File: src/rtl/mul_product_accumulator.sv
// Accumulates a burst of signed 16-bit multiplier products into a wide signed sum.
// Optional macro MUL_ACC_SAT_EN makes the accumulate saturate instead of wrap.
module mul_product_accumulator #(
    parameter int unsigned ACC_W = 24,
    parameter int unsigned CNT_W = 4
) (
    input  logic             clk,
    input  logic             rst_n,
    input  logic             clear,
    input  logic             in_valid,
    output logic             in_ready,
    input  logic [15:0]      in_product,
    input  logic             in_last,
    output logic             out_valid,
    input  logic             out_ready,
    output logic [ACC_W-1:0] out_sum,
    output logic [CNT_W-1:0] out_count,
    output logic             out_ovf
);

    typedef enum logic {StAcc, StDone} state_e;

    localparam logic [CNT_W-1:0] CntCap = '1;
    localparam logic [ACC_W-1:0] AccMax = {1'b0, {(ACC_W-1){1'b1}}};
    localparam logic [ACC_W-1:0] AccMin = {1'b1, {(ACC_W-1){1'b0}}};

    state_e             state_q, state_d;
    logic [ACC_W-1:0]   acc_q, acc_d;
    logic [CNT_W-1:0]   cnt_q, cnt_d;
    logic               ovf_q, ovf_d;

    logic [ACC_W-1:0]   addend;
    logic [ACC_W-1:0]   sum_raw;
    logic [ACC_W-1:0]   sum_next;
    logic [CNT_W-1:0]   cnt_inc;
    logic               add_ovf;
    logic               accept;
    logic               at_cap;

    // rst_n gates in_ready so nothing is offered as accepted while in reset
    assign in_ready = (state_q == StAcc) && !clear && rst_n;
    assign accept   = in_valid && in_ready;

    assign addend  = ACC_W'($signed(in_product));
    assign sum_raw = acc_q + addend;
    assign add_ovf = (acc_q[ACC_W-1] == addend[ACC_W-1]) &&
                     (sum_raw[ACC_W-1] != acc_q[ACC_W-1]);

`ifdef MUL_ACC_SAT_EN
    // Operands share a sign on overflow, so acc's sign picks the rail
    assign sum_next = add_ovf ? (acc_q[ACC_W-1] ? AccMin : AccMax) : sum_raw;
`else
    assign sum_next = sum_raw;
`endif

    assign cnt_inc = cnt_q + CNT_W'(1);
    assign at_cap  = (cnt_inc == CntCap);

    always_comb begin
        state_d = state_q;
        acc_d   = acc_q;
        cnt_d   = cnt_q;
        ovf_d   = ovf_q;
        if (clear) begin
            state_d = StAcc;
            acc_d   = '0;
            cnt_d   = '0;
            ovf_d   = 1'b0;
        end else begin
            unique case (state_q)
                StAcc: begin
                    if (accept) begin
                        acc_d = sum_next;
                        cnt_d = cnt_inc;
                        ovf_d = ovf_q | add_ovf;
                        if (in_last || at_cap) begin
                            state_d = StDone;
                        end
                    end
                end
                StDone: begin
                    if (out_ready) begin
                        state_d = StAcc;
                        acc_d   = '0;
                        cnt_d   = '0;
                        ovf_d   = 1'b0;
                    end
                end
                default: state_d = StAcc;
            endcase
        end
    end

    always_ff @(posedge clk or negedge rst_n) begin
        if (!rst_n) begin
            state_q <= StAcc;
            acc_q   <= '0;
            cnt_q   <= '0;
            ovf_q   <= 1'b0;
        end else begin
            state_q <= state_d;
            acc_q   <= acc_d;
            cnt_q   <= cnt_d;
            ovf_q   <= ovf_d;
        end
    end

    assign out_valid = (state_q == StDone);
    assign out_sum   = acc_q;
    assign out_count = cnt_q;
    assign out_ovf   = ovf_q;

endmodule

File: config.mk
export PLATFORM = sky130hd
export DESIGN_NAME = mul_product_accumulator
export DESIGN_NICKNAME = d
export VERILOG_FILES = /design/src/rtl/mul_product_accumulator.sv
export SDC_FILE = /design/constraint.sdc
export NUM_CORES = 1
export LEC_CHECK = 0
export CAP_MARGIN = 10
export CORE_AREA = 2 2 73 75
export CTS_CLUSTER_DIAMETER = 60
export DETAILED_ROUTE_END_ITERATION = 8
export DIE_AREA = 0 0 75 77
export HOLD_SLACK_MARGIN = 0.02
export PLACE_DENSITY = 0.8
export SLEW_MARGIN = 20
export SYNTH_ARGS = -nofsm -noshare
export SYNTH_HDL_FRONTEND = slang
export SYNTH_SLANG_ARGS = --single-unit
File: constraint.sdc
create_clock -name clk -period 3.2 [get_ports clk]
set_input_delay 0.8 -clock clk [delete_from_list [all_inputs] [get_ports clk]]
set_output_delay 0.8 -clock clk [all_outputs]
set_load 0.02 [all_outputs]
== Word level (Yosys, flattened, before mapping) ==
Index checks and enable logic that the tools add are counted.
Cells by class
  add/subtract/negate cells: 2
  eq/ne operators: 5
  multiplexer cells: 17
  bitwise gates (word level): 2
  reductions and logical operators: 7
Operator list (count)
  $mux W24: 3
  $pmux W24 S2: 1
  $add A24 B24 Y24: 1
  $mux W4: 3
  $pmux W4 S2: 1
  $mux W1: 7
  $ne A3 B3 Y1 const B: 2
  $add A4 B1 Y4 const B: 1
  $eq A4 B4 Y1 const B: 1
  $logic_and A1 B1 Y1: 4
  $pmux W1 S2: 2
  $reduce_and A2 Y1: 1
  $eq A1 B1 Y1: 1
  $logic_not A1 Y1: 1
  $logic_or A1 B1 Y1: 1
  $ne A1 B1 Y1: 1
  $not A1 Y1: 1
  $or A1 B1 Y1: 1
Storage, ports and cells
  bits in registers: 30
  input bits: 22
  output and inout port bits: 31
  logic and storage cells: 37

== Longest topological paths before layout ==
  depth after elaboration: 7
  gate-level depth with buffers: 9
  depth with buffers taken out: 9

== Worst setup path before layout ==
Ideal clock, no wire load.
  path type: input -> register
  from: in in_product[0]
  to: reg acc_q[10], in the netlist out_sum[10]
  setup time: 0.133 ns
  arrival: 2.670 ns
  data required time: 3.067 ns
  setup slack: 0.396 ns
  cell stages on the path: 9
  path buffers: 0
  cells stage by stage: ha_1 -> fa_1 -> a21o_2 -> a21oi_1 -> nand4b_1 -> nand2_1 -> a311oi_1 -> xor2_1 -> o21ai_0
Between the ends
  longest elaborated chain between the ends: 4
Ends and longest elaborated chain
  start: declaration: line 12  | input logic [15:0] in_product,
  $add A24 B24 Y24: line 45  | assign sum_raw = acc_q + addend;
  $mux W24: line 72  | if (accept) begin
  $pmux W24 S2: line 70  | unique case (state_q)
  $mux W24: line 64  | if (clear) begin
  end signal: assignment: line 97  | acc_q <= '0;
  end signal: assignment: line 102  | acc_q <= acc_d;
  end: declaration: line 28  | logic [ACC_W-1:0] acc_q, acc_d;
No other way between the ends. The select of a mux whose other input is x is not followed.
A chain may end at the register's enable or synchronous reset.

== Final worst setup path ==
  from: in rst_n
  to: out in_ready
Between the ends
  longest elaborated chain between the ends: 1
Ends and longest elaborated chain
  start: declaration: line 8  | input logic rst_n,
  $logic_and A1 B1 Y1: line 41  | assign in_ready = (state_q == StAcc) && !clear && rst_n;
  end: declaration: line 11  | output logic in_ready,
No other way between the ends.

==> flow_metrics.tcl <==
set metrics [dict create \
    slowest_delay_ns 0.64 \
    cts_setup_buffers 0 \
    start_util_pct 50.8 \
    period_minus_slack_ns 3.07 \
    status "complete, no violations" \
    rsz0062_at_grt "no" \
    clock_latency_ns 0.29 \
    syn_nets 337 \
    ys_types 48 \
    firstDrtPassIters 5 \
    finalHoldViolCount 0 \
    rows 26 \
    cp-endpoint "in_ready" \
    grt_max_degree 39 \
    crit_type "input port to output port" \
    drt-initial-drc-count 90 \
    num_antenna_cells 0 \
    die_h_um 77 \
    crit_path_top_delay_cell "clkdlybuf4s50_1" \
    die_x_um 75 \
    most-common-layout-cells "clkdlybuf4s50_1, buf_4, dfrtp_1, nand3_1, o21ai_0" \
    ioPinCount 53 \
    synth_seq_cells 30 \
    cts-buffers-inserted 5 \
    final_common_cell "clkdlybuf4s50_1" \
    ir_drop_v 0.000202 \
    coreArea_mm2 0.00498 \
    arrival_ns 2.27 \
    setup_viol 0 \
    max_freq_mhz 325 \
    vias 2581 \
    io_buffers 52 \
    clockBufferDepth 2 \
    drt.antenna.violating_nets 0 \
    cts-resized-gates 0 \
    fin_ws_ns 0.127 \
    power.density_mw_per_mm2 376 \
    drv_cap 0 \
    area_growth_pct 36.6 \
    yosysSeqAreaShare_pct 29.7 \
    required_ns 2.40 \
    place_ws_ns -0.167 \
    htreeDepth 2 \
    whs_ns 0.486 \
    slew_headroom_pct 62.8 \
    crit_chain "clkdlybuf4s50_1, nor3b_2, clkdlybuf4s50_1" \
    async_flop_share_pct 100 \
    path_buf_inv 2 \
    synthFlopType "dfrtp_1" \
    fin_nets 418 \
    grt_pass1_vias 2481 \
    synthCells 289 \
    cts_tree "done" \
    drive_gt1_share_pct 14.8 \
    routed_wl_um 6910 \
    cp_top_family "buffers and inverters" \
    fin_worst_skew_ns 0.00615 \
    drc_errors 0 \
    r2r-end "out_sum[10]$_DFFE_PN0P_" \
    gp_congestion 0.949 \
    vias_per_cell 5.85 \
    cp.depth 3 \
    path_clk_slew_ns 0.07 \
    setup.worst_path.end_class "output port" \
    critPathMaxFanout 3 \
    cp_common_cell "clkdlybuf4s50_1" \
    wl_per_cell_um 15.7 \
    die-area_mm2 0.00578 \
    crit_path_start "rst_n" \
    track_usage_pct 24.7 \
    worst_pin_slew_ns 0.558 \
    finalCritPeriodShare_pct 96.0 \
    slew_viol_final 0 \
    synth_area_mm2 0.00253 \
    reg2reg_slack_ns 0.71 \
    antenna_found_initial 0 \
    crit_path_start_kind "input port" \
    yosysWarnings 0 \
    synth_edf_count 0 \
    p_leak_uw 0.00162 \
    clkSinkCount 30 \
    root_buffer "clkbuf_8" \
    ff2ff_path_depth 9 \
    setup_tns_ns 0 \
    grt_overflow 0 \
    rr_startpoint "out_sum[0]$_DFFE_PN0P_" \
    grt_pass1_wl_um 11200 \
    hold_class "flip-flop to flip-flop" \
    dp_hpwl_um 5210 \
    postSynthAreaPerCell_um2 8.75 \
    ctsHoldBuffers 0 \
]
==> cells in the mapped netlist (5+ instances only) <==
| master | count | area [um2] |
|---|---|---|
| dfrtp_1 | 30 | 751 |
| nand3_1 | 28 | 140 |
| o21ai_0 | 26 | 130 |
| ha_1 | 25 | 313 |
| nand2_1 | 23 | 86.3 |
| a21oi_1 | 21 | 105 |
| a21o_1 | 13 | 97.6 |
| nor2_1 | 11 | 41.3 |
| clkbuf_1 | 10 | 37.5 |
| xor2_1 | 10 | 87.6 |
| xnor2_1 | 9 | 78.8 |
| and3_1 | 8 | 50.1 |
| a31oi_1 | 7 | 43.8 |
| inv_1 | 7 | 26.3 |
| and2_1 | 5 | 31.3 |
==> worst min path at each step <==
| stage | startpoint | end | slack [ns] | cells after the start |
|---|---|---|---|---|
| detailed placement | out_ovf$_DFFE_PN0P_ | out_ovf$_DFFE_PN0P_ | 0.47 | 1 |
| global placement | out_ovf$_DFFE_PN0P_ | out_ovf$_DFFE_PN0P_ | 0.47 | 1 |
| global route | out_ovf$_DFFE_PN0P_ | out_ovf$_DFFE_PN0P_ | 0.51 | 1 |
| CTS | out_ovf$_DFFE_PN0P_ | out_ovf$_DFFE_PN0P_ | 0.49 | 1 |
| floorplan | rst_n | out_count[0]$_DFFE_PN0P_ | 0.50 | 0 |
| finish | out_ovf$_DFFE_PN0P_ | out_ovf$_DFFE_PN0P_ | 0.49 | 1 |
==> cells by family after synthesis <==
logic type / synth area share (%)
AO/OA/AOI/OAI: 26.7
XOR/XNOR: 6.58
adder cells (fa/ha/maj): 13.2
buffers and inverters: 2.92
flip-flops: 29.7
multiplexers: 2.08
AND/OR/NAND/NOR: 18.9
==> flip-flops by register name, indices dropped and copies added (netlist names) <==
signal	cells
out_valid	1
out_sum	24
out_count	4
out_ovf	1
==> area by class of cell <==
| cell class | instances | area [um2] |
|---|---|---|
| multi-input cells | 240 | 1720 |
| flip-flops and latches | 30 | 751 |
| clock buffers | 7 | 86.3 |
| well taps | 70 | 87.6 |
| inverters | 7 | 26.3 |
| fillers | 408 | 1530 |
| clock inverters | 1 | 5.00 |
| repair buffers | 86 | 776 |
==> metrics by stage <==
step	cells	util, %	area, um2	power, uW
floorplan	289	-	2530	741
global placement	433	67.2	3350	956
detailed placement	433	67.2	3350	966
CTS	441	69.1	3440	1300
global route	441	69.4	3450	1370
finish	441	69.4	3450	1300
==> worst reg2reg max path: stages (launching register included) <==
cell      delay (ns)
dfrtp_1         0.40
ha_1            0.22
fa_1            0.41
a21o_2          0.21
a21oi_1         0.21
nand4b_1        0.18
nand2_2         0.15
a311oi_2        0.34
xor2_1          0.16
o21ai_0         0.09
==> layer usage <==
layer	share of wire [%]	GRT usage, %
met1	44	31.6
met2	48	40.4
met3	5.5	4.86
met4	2.8	9.29
met5	0	0
==> power by group <==
| group | total (uW) | internal [uW] | switching [uW] |
|---|---|---|---|
| Clock | 328 | 173 | 155 |
| Sequential | 436 | 408 | 27.7 |
| Combinational | 533 | 251 | 282 |
(Power assumes the default switching activity.)
